===== src/rtl/alu_ctrl_pkg.sv =====
// Shared constants for the sequenced ALU controller: opcodes, function fields,
// ALU control codes, cycle-count width and FSM state encoding.
package alu_ctrl_pkg;

    // Opcodes
    localparam logic [5:0] OP_ADD   = 6'b000000;
    localparam logic [5:0] OP_SUB   = 6'b000001;
    localparam logic [5:0] OP_RTYPE = 6'b000010;
    localparam logic [5:0] OP_ADDIU = 6'b001001;
    localparam logic [5:0] OP_SLTI  = 6'b001010;
    localparam logic [5:0] OP_SLTIU = 6'b001011;
    localparam logic [5:0] OP_ANDI  = 6'b001100;
    localparam logic [5:0] OP_ORI   = 6'b001101;
    localparam logic [5:0] OP_LUI   = 6'b001111;

    // R-type function fields
    localparam logic [5:0] FN_JR    = 6'b001000;
    localparam logic [5:0] FN_BREAK = 6'b001101;
    localparam logic [5:0] FN_MULT  = 6'b011000;
    localparam logic [5:0] FN_MULTU = 6'b011001;
    localparam logic [5:0] FN_DIV   = 6'b011010;
    localparam logic [5:0] FN_DIVU  = 6'b011011;
    localparam logic [5:0] FN_ADD   = 6'b100000;
    localparam logic [5:0] FN_ADDU  = 6'b100001;
    localparam logic [5:0] FN_SUB   = 6'b100010;
    localparam logic [5:0] FN_SUBU  = 6'b100011;
    localparam logic [5:0] FN_AND   = 6'b100100;
    localparam logic [5:0] FN_OR    = 6'b100101;
    localparam logic [5:0] FN_XOR   = 6'b100110;
    localparam logic [5:0] FN_SLT   = 6'b101010;
    localparam logic [5:0] FN_SLTU  = 6'b101011;

    // ALU control codes
    localparam logic [3:0] ALU_AND   = 4'b0000;
    localparam logic [3:0] ALU_OR    = 4'b0001;
    localparam logic [3:0] ALU_ADD   = 4'b0010;
    localparam logic [3:0] ALU_XOR   = 4'b0011;
    localparam logic [3:0] ALU_ADDU  = 4'b0100;
    localparam logic [3:0] ALU_SUBU  = 4'b0101;
    localparam logic [3:0] ALU_SUB   = 4'b0110;
    localparam logic [3:0] ALU_SLT   = 4'b0111;
    localparam logic [3:0] ALU_MULT  = 4'b1000;
    localparam logic [3:0] ALU_MULTU = 4'b1001;
    localparam logic [3:0] ALU_LUI   = 4'b1010;
    localparam logic [3:0] ALU_SLTU  = 4'b1011;
    localparam logic [3:0] ALU_DIV   = 4'b1100;
    localparam logic [3:0] ALU_DIVU  = 4'b1101;
    localparam logic [3:0] ALU_BREAK = 4'b1111;

    localparam int CNT_W = 8;

    // FSM state encoding
    localparam logic [1:0] S_IDLE = 2'd0;
    localparam logic [1:0] S_BUSY = 2'd1;
    localparam logic [1:0] S_HALT = 2'd2;

    typedef enum logic [1:0] {
        ST_IDLE = S_IDLE,
        ST_BUSY = S_BUSY,
        ST_HALT = S_HALT
    } state_e;

endpackage


===== src/rtl/alu_ctrl_decode.sv =====
// Combinational op/funct decoder. Division is recognised only when
// ALU_CTRL_SEQ_DIV_EN is defined; otherwise div/divu fall through as illegal.
module alu_ctrl_decode
    import alu_ctrl_pkg::*;
(
    input  logic [5:0] op,
    input  logic [5:0] funct,
    output logic [3:0] code,
    output logic       is_multi,
    output logic       is_div,
    output logic       is_break,
    output logic       is_illegal
);

    always_comb begin
        code       = ALU_AND;
        is_multi   = 1'b0;
        is_div     = 1'b0;
        is_break   = 1'b0;
        is_illegal = 1'b0;
        case (op)
            OP_ADD:   code = ALU_ADD;
            OP_SUB:   code = ALU_SUB;
            OP_ORI:   code = ALU_OR;
            OP_ANDI:  code = ALU_AND;
            OP_ADDIU: code = ALU_ADDU;
            OP_SLTI:  code = ALU_SLT;
            OP_SLTIU: code = ALU_SLTU;
            OP_LUI:   code = ALU_LUI;
            OP_RTYPE: begin
                case (funct)
                    FN_AND:   code = ALU_AND;
                    FN_OR:    code = ALU_OR;
                    FN_ADD:   code = ALU_ADD;
                    FN_JR:    code = ALU_ADD;
                    FN_XOR:   code = ALU_XOR;
                    FN_ADDU:  code = ALU_ADDU;
                    FN_SUBU:  code = ALU_SUBU;
                    FN_SUB:   code = ALU_SUB;
                    FN_SLT:   code = ALU_SLT;
                    FN_SLTU:  code = ALU_SLTU;
                    FN_MULT: begin
                        code     = ALU_MULT;
                        is_multi = 1'b1;
                    end
                    FN_MULTU: begin
                        code     = ALU_MULTU;
                        is_multi = 1'b1;
                    end
`ifdef ALU_CTRL_SEQ_DIV_EN
                    FN_DIV: begin
                        code     = ALU_DIV;
                        is_multi = 1'b1;
                        is_div   = 1'b1;
                    end
                    FN_DIVU: begin
                        code     = ALU_DIVU;
                        is_multi = 1'b1;
                        is_div   = 1'b1;
                    end
`endif
                    FN_BREAK: begin
                        code     = ALU_BREAK;
                        is_break = 1'b1;
                    end
                    default: is_illegal = 1'b1;
                endcase
            end
            default: is_illegal = 1'b1;
        endcase
    end

endmodule


===== src/rtl/alu_ctrl_seq.sv =====
// Registered ALU controller with multi-cycle mult/div sequencing and HI/LO strobe.
// Define ALU_CTRL_SEQ_DIV_EN to enable div/divu (DIV_CYCLES latency).
module alu_ctrl_seq
    import alu_ctrl_pkg::*;
#(
    parameter int CTRL_W      = 4,
    parameter int MULT_CYCLES = 4,
    parameter int DIV_CYCLES  = 32
) (
    input  logic              clk,
    input  logic              rst,
    input  logic              in_valid,
    output logic              in_ready,
    input  logic [5:0]        op,
    input  logic [5:0]        funct,
    output logic [CTRL_W-1:0] control,
    output logic              busy,
    output logic              out_valid,
    output logic              hilo_we,
    output logic              illegal,
    output logic              halt
);

    if (CTRL_W < 4) begin : g_bad_ctrl_w
        $error("alu_ctrl_seq: CTRL_W must be >= 4");
    end
    if (MULT_CYCLES < 1 || MULT_CYCLES > 255) begin : g_bad_mult
        $error("alu_ctrl_seq: MULT_CYCLES out of range 1..255");
    end
    if (DIV_CYCLES < 1 || DIV_CYCLES > 255) begin : g_bad_div
        $error("alu_ctrl_seq: DIV_CYCLES out of range 1..255");
    end

    localparam logic [CNT_W-1:0] MULT_LAT = CNT_W'(MULT_CYCLES);

    logic [3:0] dec_code;
    logic       dec_multi;
    logic       dec_div;
    logic       dec_break;
    logic       dec_illegal;

    alu_ctrl_decode u_decode (
        .op         (op),
        .funct      (funct),
        .code       (dec_code),
        .is_multi   (dec_multi),
        .is_div     (dec_div),
        .is_break   (dec_break),
        .is_illegal (dec_illegal)
    );

    logic [CNT_W-1:0] lat;
`ifdef ALU_CTRL_SEQ_DIV_EN
    localparam logic [CNT_W-1:0] DIV_LAT = CNT_W'(DIV_CYCLES);
    assign lat = dec_div ? DIV_LAT : MULT_LAT;
`else
    logic unused_dec_div;
    assign unused_dec_div = dec_div;
    assign lat = MULT_LAT;
`endif

    state_e            state_q, state_d;
    logic [CNT_W-1:0]  count_q, count_d;
    logic [CTRL_W-1:0] control_q, control_d;
    logic              busy_q, busy_d;
    logic              out_valid_q, out_valid_d;
    logic              hilo_we_q, hilo_we_d;
    logic              illegal_q, illegal_d;
    logic              halt_q, halt_d;
    logic              accept;

    // Handshake: a transfer happens on a rising edge where in_valid && in_ready;
    // in_ready depends only on state, never on in_valid. A stalled upstream
    // stage must hold op/funct stable until that edge.
    assign in_ready = (state_q == ST_IDLE);
    assign accept   = in_valid && in_ready;

    always_comb begin
        state_d     = state_q;
        count_d     = count_q;
        control_d   = control_q;
        busy_d      = busy_q;
        out_valid_d = 1'b0;
        hilo_we_d   = 1'b0;
        illegal_d   = 1'b0;
        halt_d      = halt_q;
        case (state_q)
            ST_IDLE: begin
                if (accept) begin
                    control_d = CTRL_W'(dec_code);
                    if (dec_break) begin
                        out_valid_d = 1'b1;
                        halt_d      = 1'b1;
                        state_d     = ST_HALT;
                    end else if (dec_multi && lat != 8'd1) begin
                        state_d = ST_BUSY;
                        count_d = lat - 8'd1;
                        busy_d  = 1'b1;
                    end else begin
                        out_valid_d = 1'b1;
                        hilo_we_d   = dec_multi;
                        illegal_d   = dec_illegal;
                    end
                end
            end
            ST_BUSY: begin
                if (count_q == 8'd1) begin
                    state_d     = ST_IDLE;
                    count_d     = '0;
                    busy_d      = 1'b0;
                    out_valid_d = 1'b1;
                    hilo_we_d   = 1'b1;
                end else begin
                    count_d = count_q - 8'd1;
                end
            end
            ST_HALT: state_d = ST_HALT;
            default: state_d = ST_IDLE;
        endcase
    end

    always_ff @(posedge clk or posedge rst) begin
        if (rst) begin
            state_q     <= ST_IDLE;
            count_q     <= '0;
            control_q   <= '0;
            busy_q      <= 1'b0;
            out_valid_q <= 1'b0;
            hilo_we_q   <= 1'b0;
            illegal_q   <= 1'b0;
            halt_q      <= 1'b0;
        end else begin
            state_q     <= state_d;
            count_q     <= count_d;
            control_q   <= control_d;
            busy_q      <= busy_d;
            out_valid_q <= out_valid_d;
            hilo_we_q   <= hilo_we_d;
            illegal_q   <= illegal_d;
            halt_q      <= halt_d;
        end
    end

    assign control   = control_q;
    assign busy      = busy_q;
    assign out_valid = out_valid_q;
    assign hilo_we   = hilo_we_q;
    assign illegal   = illegal_q;
    assign halt      = halt_q;

endmodule


===== config.mk =====
export PLATFORM = sky130hd
export DESIGN_NAME = alu_ctrl_seq
export DESIGN_NICKNAME = d
export VERILOG_FILES = /design/src/rtl/alu_ctrl_pkg.sv /design/src/rtl/alu_ctrl_decode.sv /design/src/rtl/alu_ctrl_seq.sv
export SDC_FILE = /design/constraint.sdc
export NUM_CORES = 1
export LEC_CHECK = 0
export CAP_MARGIN = 20
export CORE_UTILIZATION = 67
export DETAILED_ROUTE_END_ITERATION = 8
export DONT_BUFFER_PORTS = 1
export GPL_TIMING_DRIVEN = 0
export PLACE_DENSITY = 0.83
export SETUP_SLACK_MARGIN = 0.5
export SLEW_MARGIN = 15
export SYNTH_ARGS = -nofsm -noshare
export SYNTH_HDL_FRONTEND = slang
export SYNTH_SLANG_ARGS = --single-unit

===== constraint.sdc =====
create_clock -name clk -period 4.8 [get_ports clk]
set_clock_uncertainty 0.2 [all_clocks]
set_input_delay 0.48 -clock clk [delete_from_list [all_inputs] [get_ports clk]]
set_output_delay 0.48 -clock clk [all_outputs]
set_load 0.02 [all_outputs]

# Word-level counts from Yosys, hierarchy flattened
# Cells that the tools add are included.
[word_totals]
regBits = 19
wordCells = 84
[classes]
add_sub_neg = 1
eq_ne = 29
mux = 33
n_reduce_logical = 13
[op_table]
columns = ["operator", "count"]
rows = [
  ["6-bit equality test, second input constant", 9],
  ["6-bit by 4-bit equality test with 1-bit output, second input constant", 8],
  ["4-bit one-hot mux with 11 select lines", 1],
  ["8-bit 2-to-1 mux", 4],
  ["4-bit one-hot mux with 8 select lines", 1],
  ["1-bit 2-to-1 mux", 18],
  ["8-bit one-hot mux with 2 select lines", 1],
  ["13-bit OR reduction", 1],
  ["6-bit by 5-bit equality test with 1-bit output, second input constant", 2],
  ["8-bit by 1-bit equality test with 1-bit output, second input constant", 1],
  ["2-bit 2-to-1 mux", 4],
  ["8-bit OR reduction", 1],
  ["8-bit by 1-bit subtractor with 8-bit output, second input constant", 1],
  ["6-bit by 1-bit equality test with 1-bit output, second input constant", 1],
  ["6-bit by 2-bit equality test with 1-bit output, second input constant", 1],
  ["6-bit logical NOT", 1],
  ["1-bit one-hot mux with 2 select lines", 3],
  ["2-bit one-hot mux with 3 select lines", 1],
  ["3-bit AND reduction", 2],
  ["5-bit AND reduction", 1],
  ["2-bit by 1-bit inequality test with 1-bit output, second input constant", 2],
  ["2-bit inequality test, second input constant", 2],
  ["4-bit AND reduction", 1],
  ["2-bit OR reduction", 2],
  ["7 further kinds", 7],
]

# Logic depth before layout (Yosys ltp)
# Gate-level depths: netlist of the first run.
[logic_depth]
word_depth = 8
mapped_depth = 7
ltp_nobuf = 6

# Cells and area by module
# Synthesis of the first run repeated with hierarchy kept, for this count alone.
[hier_totals]
cells_unflattened = 154
hier_area_um2 = 1361.3
[by_module_without_submodules]
columns = ["mod", "n_inst", "cells_per_inst", "area_each_um2", "seq_area_each_um2"]
rows = [
  ["alu_ctrl_seq", 1, 78, 877.1, 475.5],
  ["alu_ctrl_decode", 1, 76, 484.2, 0.0],
]

# Worst setup path after synthesis of the first run
# Ideal clock, no wire load.
[synth_path]
path_type = "input -> register"
from = "input funct[1]"
to = "register count_q[5]"
arrival_time_ns = 1.535
t_required_ns = 4.474
setup_slack_ns = 2.939
path_stages = 6
path_buffers = 1
path_cell_list = "buf_2 > or3b_1 > nor2_2 > a31oi_4 > o21ai_1 > o31ai_1"
[synth_via]
elab_chain_cells = 6
[synth_lines]
columns = ["item", "line_no", "rtl"]
rows = [
  ["from (decl)", "alu_ctrl_seq.sv:15", "input logic [5:0] funct,"],
  ["6-bit by 5-bit equality test with 1-bit output", "alu_ctrl_decode.sv:31", "case (funct)"],
  ["2-bit OR reduction (no source line)", "-", ""],
  ["1-bit 2-to-1 mux", "alu_ctrl_decode.sv:31", ""],
  ["1-bit 2-to-1 mux", "alu_ctrl_decode.sv:21", "case (op)"],
  ["2-bit by 1-bit inequality test with 1-bit output (no source line)", "-", ""],
  ["4-bit AND reduction (no source line) (*)", "-", ""],
  ["to (signal assigned)", "alu_ctrl_seq.sv:134", "count_q <= count_d;"],
  ["to (decl)", "alu_ctrl_seq.sv:63", "logic [CNT_W-1:0] count_q, count_d;"],
]
# Mark *: on every way between the ends. The rest lies on a longest branch, timed or not.
# A chain may end at the register's enable or synchronous reset.

# Worst setup path in the final report of the first run
[layout_path]
from = "register count_q[2]"
to = "register count_q[2]"
[layout_via]
elab_chain_cells = 3
[layout_lines]
columns = ["item", "line_no", "rtl"]
rows = [
  ["8-bit by 1-bit subtractor with 8-bit output or 8-bit by 1-bit equality test with 1-bit output (tied branches)", "alu_ctrl_seq.sv:114, alu_ctrl_seq.sv:107", ""],
  ["8-bit 2-to-1 mux (*)", "alu_ctrl_seq.sv:107", "if (count_q == 8'd1) begin"],
  ["8-bit one-hot mux with 2 select lines (*)", "alu_ctrl_seq.sv:87", "case (state_q)"],
]
# Marked as above.

==> impl_metrics.toml, run 1 <==
[status]
status = "complete, no violations"

[placed_design]
io_buffers = 0
post-dp-hpwl_microns = 2041
finalWeightedCongestion = 0.7568

[drt]
met1Wirelength_microns = 1134
vias = 1150
wl_met2_microns = 1483
top_layer = "met4"
ant_nets = 0
routedWlPerCell_microns = 14.78
wl_met3_microns = 96
drt-total-wl_microns = 2720
drc = 0
first_iter_violations = 35
first_pass_iters = 4
viasPerCell = 6.250

[cts]
ctsHoldBuffers = 1
cts_tree = "done"
cts_resized = 0
cts.path.max_buffers = 2
clkTransAtPathRegs_ns = 0.11
cts_root_buf = "clkbuf_4"
post-cts-setup-buffers = 0
htreeDepth = 1
clk-insertion-delay-late_ns = 0.29
cts_buffers = 3
cts.sinks = 19

[timing]
final_hold_viol_count = 0
finalSetupTns_ns = 0
min_period_ns = 1.918
maxSlewHeadroom_pct = 53.78
drv_slew = 0
finalSetupViolCount = 0
rsz0062_at_grt = "no"
max_freq_mhz = 521.4
tightest_slew_ns = 0.6926
min_period_over_period_pct = 39.96

[worst_hold_path]
worst_hold_path_type = "primary input to flip-flop"

[job]
drv_cap = 0

[global_routing]
grt_max_degree = 20
grt-ovfl-total = 0
grt_pass1_wl_microns = 4333
antenna_found_initial = 0
grt_pass1_vias = 1056
grtUsageTotal_pct = 28.29

[floorplanning]
dieArea_sq_um = 2124
die_x_microns = 46.09
die_h_microns = 46.09
start_util_pct = 73.05
rows = 15
io_pins = 25
core-area_sq_um = 1783

[logic_synthesis]
netlist_instances = 154
synth_edf_count = 0
avgSynthCellArea_sq_um = 8.458
async_reset_ff_share_pct = 100.0
yosys_warnings = 0
synthFlopType = "dfrtp_1"
synth_nets = 171
ys_seq_area_share_pct = 36.50
ys_types = 46
synth_seq_cells = 19
syn_area_sq_um = 1302

[critical_path]
critPathRequiredTime_ns = 4.77
critical_path_class = "flip-flop to flip-flop"
arrival_ns = 1.89
start_kind = "flip-flop"
setup.worst_path.end_class = "flip-flop"
crit_fanout = 10

[cells_and_area]
regArea_sq_um = 475.5
mostFrequentLayoutCells = "19 x dfrtp_1, 14 x nor2_1, 13 x nand2_1"
syn2layout_area_growth_pct = 5.284
nFillCells = 130
layout.nets = 177
final_common_cell = "dfrtp_1"
final_util_pct = 76.91
antenna_cells = 0
multiInputGateArea_sq_um = 744.5
drive_above_1_share_pct = 13.84

[power_and_ir_drop]
internal_power_uw = 334.9
power_density_nw_per_um2 = 424.2
combPwrFrac_pct = 40.6
power_switching_uw = 246.8
p_leak_uw = 0.0005995
peakVddDrop_uv = 178.7
switching_share_pct = 42.43
pwr-share-seq_pct = 45.8
power.clock.fraction_pct = 13.6
layout make-up:
| type | count | area share [%] |
|---|---|---|
| flip-flops and latches | 19 | 34.67 |
| plain buffers | 9 | 3.832 |
| clock inverters | 1 | 0.3650 |
| multi-input cells | 118 | 54.29 |
| clock buffers | 3 | 1.642 |
| inverters | 8 | 2.190 |
| well taps | 25 | 2.281 |
| repair buffers | 1 | 0.7299 |
worst max-delay path: stages (launching register included):
cell     delay, ns
dfrtp_1       0.43
nor3_1        0.43
a311o_1       0.26
buf_2         0.21
nor2_1        0.06
o21ai_1       0.11
o21ai_0       0.10
power groups by stage:
stage,clock (uW),sequential [uW],combinational (uW)
5_1_grt,90.4,272,268
2_1_floorplan,0,257,195
4_1_cts,81.4,266,235
3_3_place_gp,0,266,223
6_report,79.0,267,236
3_5_place_dp,0,269,233
final timing paths:
kind                                    to       start  cells after the start  slack (ns)
worst max-delay path            count_q[2]  count_q[2]                      6        2.88
worst min-delay path            state_q[1]    in_valid                      2        0.16
worst max register to register  count_q[2]  count_q[2]                      6        2.88
worst min register to register  state_q[1]  state_q[0]                      1        0.29
max in group asynchronous       control[3]         rst                      2        3.42
min in group asynchronous       control[2]         rst                      2        0.54
registers in the layout, summed over array words and instances, names as in the netlist:
signal and flops:
state_q 2, hilo_we 1, halt 1, illegal 1, control 4, out_valid 1
count_q 8, busy 1
cell families (layout without fill, tap and decap cells):
group | count (synthesis) | count (layout) | synth area share [%]
compound gates | 49 | 49 | 25.75
xor+xnor | 4 | 4 | 2.690
fa+ha+maj | 2 | 2 | 1.921
buf+inv | 17 | 22 | 6.340
flops | 19 | 19 | 36.50
mux | 1 | 1 | 0.7685
simple gates | 62 | 62 | 26.03
metrics by stage:
step | cell area (sq um) | hold WS (ns) | setup slack [ns] | std cells | power (uW)
2_1_floorplan | 1303 | 0.2311 | 2.939 | 154 | 452.0
3_3_place_gp | 1334 | 0.2702 | 2.817 | 179 | 488.8
3_5_place_dp | 1334 | 0.2770 | 2.764 | 179 | 502.2
4_1_cts | 1371 | 0.1548 | 2.872 | 184 | 583.0
5_1_grt | 1371 | 0.1799 | 2.691 | 184 | 629.9
6_report | 1371 | 0.1632 | 2.882 | 184 | 581.7
routing by layer:
metal | global-route usage (%) | up-vias
met2 | 51.83 | 33
li1 | - | 558
met3 | 5.490 | 2
met1 | 32.67 | 557
met4 | 8.824 | 0
met5 | 0 | -
synth_stat cells (all sizes together), types with 3 or more instances:
library cell,n,area share [%]
nor2,15,4.5
dfrtp,19,37
and3,3,1.4
nand2,13,3.7
xor2,3,2.0
nand3,3,1.2
buf,8,3.7
o31ai,4,2.3
a31oi,4,3.1
inv,8,2.3
nor3,4,1.5
a21oi,9,3.5
nor2b,6,2.9
o21ai,16,6.4
nand2b,7,3.4
No activity file was read; power rests on OpenSTA's default activity.
==> run 2, diff against run 1 <==
--- a/config.mk
+++ b/config.mk
@@ -6,11 +6,11 @@
 export NUM_CORES = 1
 export LEC_CHECK = 0
 export CAP_MARGIN = 20
-export CORE_UTILIZATION = 67
+export CORE_UTILIZATION = 62
 export DETAILED_ROUTE_END_ITERATION = 8
 export DONT_BUFFER_PORTS = 1
 export GPL_TIMING_DRIVEN = 0
-export PLACE_DENSITY = 0.83
+export PLACE_DENSITY = 0.78
 export SETUP_SLACK_MARGIN = 0.5
 export SLEW_MARGIN = 15
 export SYNTH_ARGS = -nofsm -noshare
==> constraint.sdc (replaced) <==
create_clock -name clk -period 1.8 [get_ports clk]
set_clock_uncertainty 0.2 [all_clocks]
set_input_delay 0.18 -clock clk [delete_from_list [all_inputs] [get_ports clk]]
set_output_delay 0.18 -clock clk [all_outputs]
set_load 0.02 [all_outputs]
==> run 2 against run 1 <==
The flow now finishes with violations (negative hold slack). Count of clock-buffer cells in the layout unchanged. Final cell count up 9.2%. Sequential cell count unchanged.
==> impl_metrics.toml, run 2 (synthesized netlist as in run 1, its figures left out) <==
[power_and_ir_drop]
p_leak_uw = 0.0007067
pwr-share-seq_pct = 38.9
peakVddDrop_uv = 622.5
combPwrFrac_pct = 49.7
power.clock.fraction_pct = 11.4
power_density_nw_per_um2 = 1165
switching_share_pct = 44.11
power_switching_uw = 866.7
internal_power_uw = 1098

[drt]
top_layer = "met4"
wl_met3_microns = 168
vias = 1274
first_iter_violations = 21
drt-total-wl_microns = 3334
ant_nets = 0
drc = 0
first_pass_iters = 4
viasPerCell = 6.338
met1Wirelength_microns = 1344
routedWlPerCell_microns = 16.59
wl_met2_microns = 1717

[cells_and_area]
mostFrequentLayoutCells = "16 x dfrtp_1, 11 x nand2_1, 9 x buf_4, 9 x nor2_1, 9 x a21oi_1"
syn2layout_area_growth_pct = 29.49
largest_reg_flops = 8
final_cells = 201
regArea_sq_um = 479.2
layout.nets = 192
nFillCells = 119
fin_area_sq_um = 1687
multiInputGateArea_sq_um = 894.6
final_util_pct = 85.97
final_common_cell = "dfrtp_1"
drive_above_1_share_pct = 34.48
top_register = "count_q"
antenna_cells = 0

[placed_design]
finalWeightedCongestion = 0.7624
dp_cells = 181
placed_area_sq_um = 1418
io_buffers = 0
post-dp-hpwl_microns = 2031

[critical_path]
crit_fanout = 5
r2r_slack_ns = 0.03
critPathRequiredTime_ns = 1.81
crit_family = "compound AO/OA/AOI/OAI gates"
start_kind = "flip-flop"
critPathBufInv = 1
crit_chain = "nor3_4 > buf_4 > nand3_2 > o31ai_2 > a21oi_1 > a21o_1"
setup.worst_path.end_class = "flip-flop"
slowest_delay_ns = 0.46
critical_path_class = "flip-flop to flip-flop"
slowest_stage = "dfrtp_2"
arrival_ns = 1.78

[global_routing]
grt_pass1_wl_microns = 4278
grtUsageTotal_pct = 26.88
grt_max_degree = 20
grt_pass1_vias = 1026
antenna_found_initial = 0
grt-ovfl-total = 0

[cts]
cts.sinks = 19
clk-insertion-delay-late_ns = 0.30
cts.path.max_buffers = 2
cts_tree = "done"
cts_buffers = 3
cts_root_buf = "clkbuf_4"
htreeDepth = 1
clkTransAtPathRegs_ns = 0.11

[timing]
max_freq_mhz = 563.6
rsz0062_at_grt = "yes"
maxSlewHeadroom_pct = 51.00
final_hold_viol_count = 1
drv_slew = 0
min_period_over_period_pct = 98.57
finalSetupViolCount = 0
min_period_ns = 1.774
fin_hold_ws_ns = -0.0008165
tightest_slew_ns = 0.7343

[floorplanning]
core-area_sq_um = 1962
start_util_pct = 66.39
rows = 16
die_h_microns = 47.84
io_pins = 25
dieArea_sq_um = 2288
die_x_microns = 47.84

[status]
status = "complete, but fails checks"
violations = "negative hold slack"

[worst_hold_path]
worst_hold_path_type = "primary input to flip-flop"

[job]
drv_cap = 0
==> run 2: cell count changes in the layout (fill, tap and decap cells not counted), moves of 4 or more <==
cell           before  now
nor2_4              0    4
nor2_1             14    9
buf_4               1    9
o21ai_0            10    5
dlygate4sd3_1       1    7
==> run 2: worst reg2reg max path: stages (launching register included) <==
cell and delay [ns]:
dfrtp_2 0.46, nor3_4 0.25, buf_4 0.17, nand3_2 0.10, o31ai_2 0.24, a21oi_1 0.11
a21o_1 0.16
==> run 2: power groups by stage <==
stage                     Combinational, uW  Sequential, uW  Clock, uW
after floorplan                         575             698          0
after global placement                  658             720          0
after detailed placement                693             729          0
after CTS                               778             727        228
after global routing                   1060             781        243
final                                   977             764        224
==> run 2: layout make-up <==
type	count	share of cell area, %
buffer	9	4.896
clock buffer	3	1.335
timing repair buffer	16	8.234
inverter	8	1.780
tap	27	2.003
sequential	19	28.41
clock inverter	1	0.2967
multi-input combinational	118	53.04
==> run 2: worst paths after layout <==
path,endpoint,cells past startpoint,from
setup / recovery,count_q[7],6,count_q[2]
hold / removal,control[3],3,op[4]
setup reg to reg,count_q[7],6,count_q[2]
hold reg to reg,count_q[6],1,count_q[6]
max in group asynchronous,count_q[2],2,rst
min in group asynchronous,control[1],2,rst
==> run 2: what timing repair did <==
action	CTS	global route
buffers inserted	3	5
hold buffers	7	0
hold endpoints to repair	28	0
cloned	0	1
resized for setup	4	23
setup endpoints to repair	19	20
pin swaps	1	12
==> run 2: per-layer routing <==
metal  up-vias  track usage, %
met2        51           46.22
met3        12           5.283
met4         0           13.33
li1        594               -
met5         -               0
met1       617           31.76
==> run 2: through the flow <==
step,power (uW),TNS [ns],setup WS (ns)
6_report,1965,0,0.02579
5_1_grt,2081,-0.06582,-0.04936
4_1_cts,1733,0,0.1037
3_5_place_dp,1422,0,0.04225
3_3_place_gp,1378,0,0.1066
2_1_floorplan,1273,0,0.2618
==> run 3, diff against run 2 <==
--- a/config.mk
+++ b/config.mk
@@ -5,6 +5,7 @@
 export SDC_FILE = /design/constraint.sdc
 export NUM_CORES = 1
 export LEC_CHECK = 0
+export ABC_AREA = 1
 export CAP_MARGIN = 20
 export CORE_UTILIZATION = 62
 export DETAILED_ROUTE_END_ITERATION = 8
==> run 3 against run 2 <==
Synthesized cell count rose by 34%. Largest cell class unchanged. Clock power fell by 4%. Worst hold slack improved by 0.016 ns. Sequential power fell by 44%. The run now ends clean. Die area rose by 9.5%. Critical path depth did not move. Via count rose by 16%. Cell area rose by 9.6%.
==> impl_metrics.toml, run 3 <==
[floorplanning]
rows = 17
io_pins = 25
dieArea_sq_um = 2505
core-area_sq_um = 2191
die_x_microns = 50.05
die_h_microns = 50.05
start_util_pct = 65.33

[critical_path]
crit_family = "simple AND/OR/NAND/NOR gates"
critPathRequiredTime_ns = 1.79
crit_fanout = 5
slowest_delay_ns = 0.46
arrival_ns = 1.50
crit_top_cell = "nand2_4"
critical_path_class = "flip-flop to flip-flop"
setup.worst_path.end_class = "flip-flop"
slowest_stage = "dfrtp_2"
critPathBufInv = 0
start_kind = "flip-flop"
crit_chain = "nor2_4 > nand2_4 > nand2_4 > nand2_8 > nand2_2 > o21ai_1"

[placed_design]
placed_area_sq_um = 1525
pre_cts_ws_ns = 0.2857
post-dp-hpwl_microns = 2363
finalWeightedCongestion = 0.7887
io_buffers = 0

[timing]
tightest_slew_ns = 0.7095
fin_hold_ws_ns = 0.01537
drv_slew = 0
min_period_over_period_pct = 83.88
final_hold_viol_count = 0
fin_ws_ns = 0.2901
max_freq_mhz = 662.3
finalSetupViolCount = 0
maxSlewHeadroom_pct = 52.65
rsz0062_at_grt = "yes"
min_period_ns = 1.510
finalSetupTns_ns = 0

[logic_synthesis]
avgSynthCellArea_sq_um = 6.948
synthFlopType = "dfrtp_1"
yosys_warnings = 0
synth_seq_cells = 19
yosysTopAreaCell = "dfrtp_1"
synth_edf_count = 0
netlist_instances = 206
async_reset_ff_share_pct = 100.0
ys_seq_area_share_pct = 33.22
syn_area_sq_um = 1431
yosys-top-cells-area = "dfrtp_1 33%, nand2_1 15%, nand3_1 7.3%"
yosysMostFrequentCell = "nand2_1"
synth_commonest_cells = "59 x nand2_1, 27 x nor2_1, 22 x inv_1"
synth_nets = 223
synth_top_area_share_pct = 33.22
ys_types = 33

[power_and_ir_drop]
power_switching_uw = 181.5
combPwrFrac_pct = 11.8
totalPowerFinal_uw = 727.0
internal_power_uw = 545.5
switching_share_pct = 24.97
peakVddDrop_uv = 303.9
pwr-share-seq_pct = 58.7
power.clock.fraction_pct = 29.5
power_density_nw_per_um2 = 393.4
p_leak_uw = 0.0009474

[cells_and_area]
fin_area_sq_um = 1848
drive_above_1_share_pct = 33.04
largest_reg_flops = 8
final_common_cell = "nand2_1"
mostFrequentLayoutCells = "49 x nand2_1, 25 x nor2_1, 20 x nand3_1"
top_register = "count_q"
layout.nets = 248
antenna_cells = 0
syn2layout_area_growth_pct = 29.11

[drt]
first_iter_violations = 31
routedWlPerCell_microns = 14.76
viasPerCell = 5.733
first_pass_iters = 6
drc = 0
vias = 1479
ant_nets = 0
drt-total-wl_microns = 3808

[global_routing]
grtUsageTotal_pct = 29.56
grt_pass1_vias = 1360
grt_max_degree = 20
antenna_found_initial = 0
grt-ovfl-total = 0
grt_pass1_wl_microns = 5664

[job]
drv_cap = 0

[cts]
cts_root_buf = "clkbuf_4"
clkTransAtPathRegs_ns = 0.11
clk-insertion-delay-late_ns = 0.30
cts.path.max_buffers = 2
htreeDepth = 1
cts_buffers = 3
cts.sinks = 19
cts_tree = "done"

[status]
status = "complete, no violations"

[worst_hold_path]
worst_hold_path_type = "primary input to flip-flop"
[run 3: final timing paths]
check / cells after the start / slack, ns / endpoint / from
setup / recovery: 6 / 0.29 / count_q[3] / state_q[0]
hold / removal: 5 / 0.02 / halt / funct[1]
setup reg to reg: 6 / 0.29 / count_q[3] / state_q[0]
hold reg to reg: 2 / 0.39 / count_q[5] / count_q[5]
max in group asynchronous: 2 / 0.68 / count_q[2] / rst
min in group asynchronous: 2 / 0.22 / hilo_we / rst
[run 3: layout make-up]
| class | instances | area, sq um |
|---|---|---|
| repair buffers | 18 | 171.4 |
| multi-input cells | 162 | 1026 |
| well taps | 28 | 35.03 |
| inverters | 27 | 106.4 |
| clock buffers | 4 | 26.28 |
| fillers | 140 | 342.8 |
| flip-flops and latches | 19 | 483.0 |
[run 3: through the flow]
step           util, %  instances
6_report         84.35        258
5_1_grt          84.35        258
4_1_cts          79.84        253
3_5_place_dp     69.62        234
3_3_place_gp     69.62        234
2_1_floorplan        -        206
[run 3: metal layers]
metal  wire [microns]  up-vias  track usage, %
met1             1474      700           30.77
met2             2101       41           57.78
met4              110        0           10.48
met3              122       15           4.630
met5                0        -               0
li1                 -      723               -
[run 3: worst min-delay path, cell delays in order]
cell and delay [ns]:
nor2_2 0.04, nand2_1 0.05, nor2_1 0.03, nand2_1 0.10, o21bai_1 0.08
[run 3: cells by family after synthesis]
kind of cell | after synthesis | synth area share (%)
xor+xnor | 2 | 1.224
simple gates | 135 | 47.20
flops | 19 | 33.22
buf+inv | 27 | 7.081
fa+ha+maj | 2 | 1.748
compound gates | 21 | 9.527
[run 3: power groups by stage]
| stage | clock network (uW) | registers [uW] | logic [uW] |
|---|---|---|---|
| detailed placement | 0 | 435 | 69.2 |
| CTS | 215 | 427 | 84.3 |
| finish | 215 | 426 | 85.9 |
| global placement | 0 | 435 | 67.1 |
| floorplan | 0 | 435 | 58.6 |
| global route | 230 | 427 | 96.5 |
[run 3: repair_timing]
action                                 CTS  global route
setup buffers                            6             4
endpoints found under the hold margin   24             0
pin swaps                               11            12
cloned                                   1             1
setup endpoints to repair               19            20
hold buffers                             8             0
gates resized for setup                 15            15
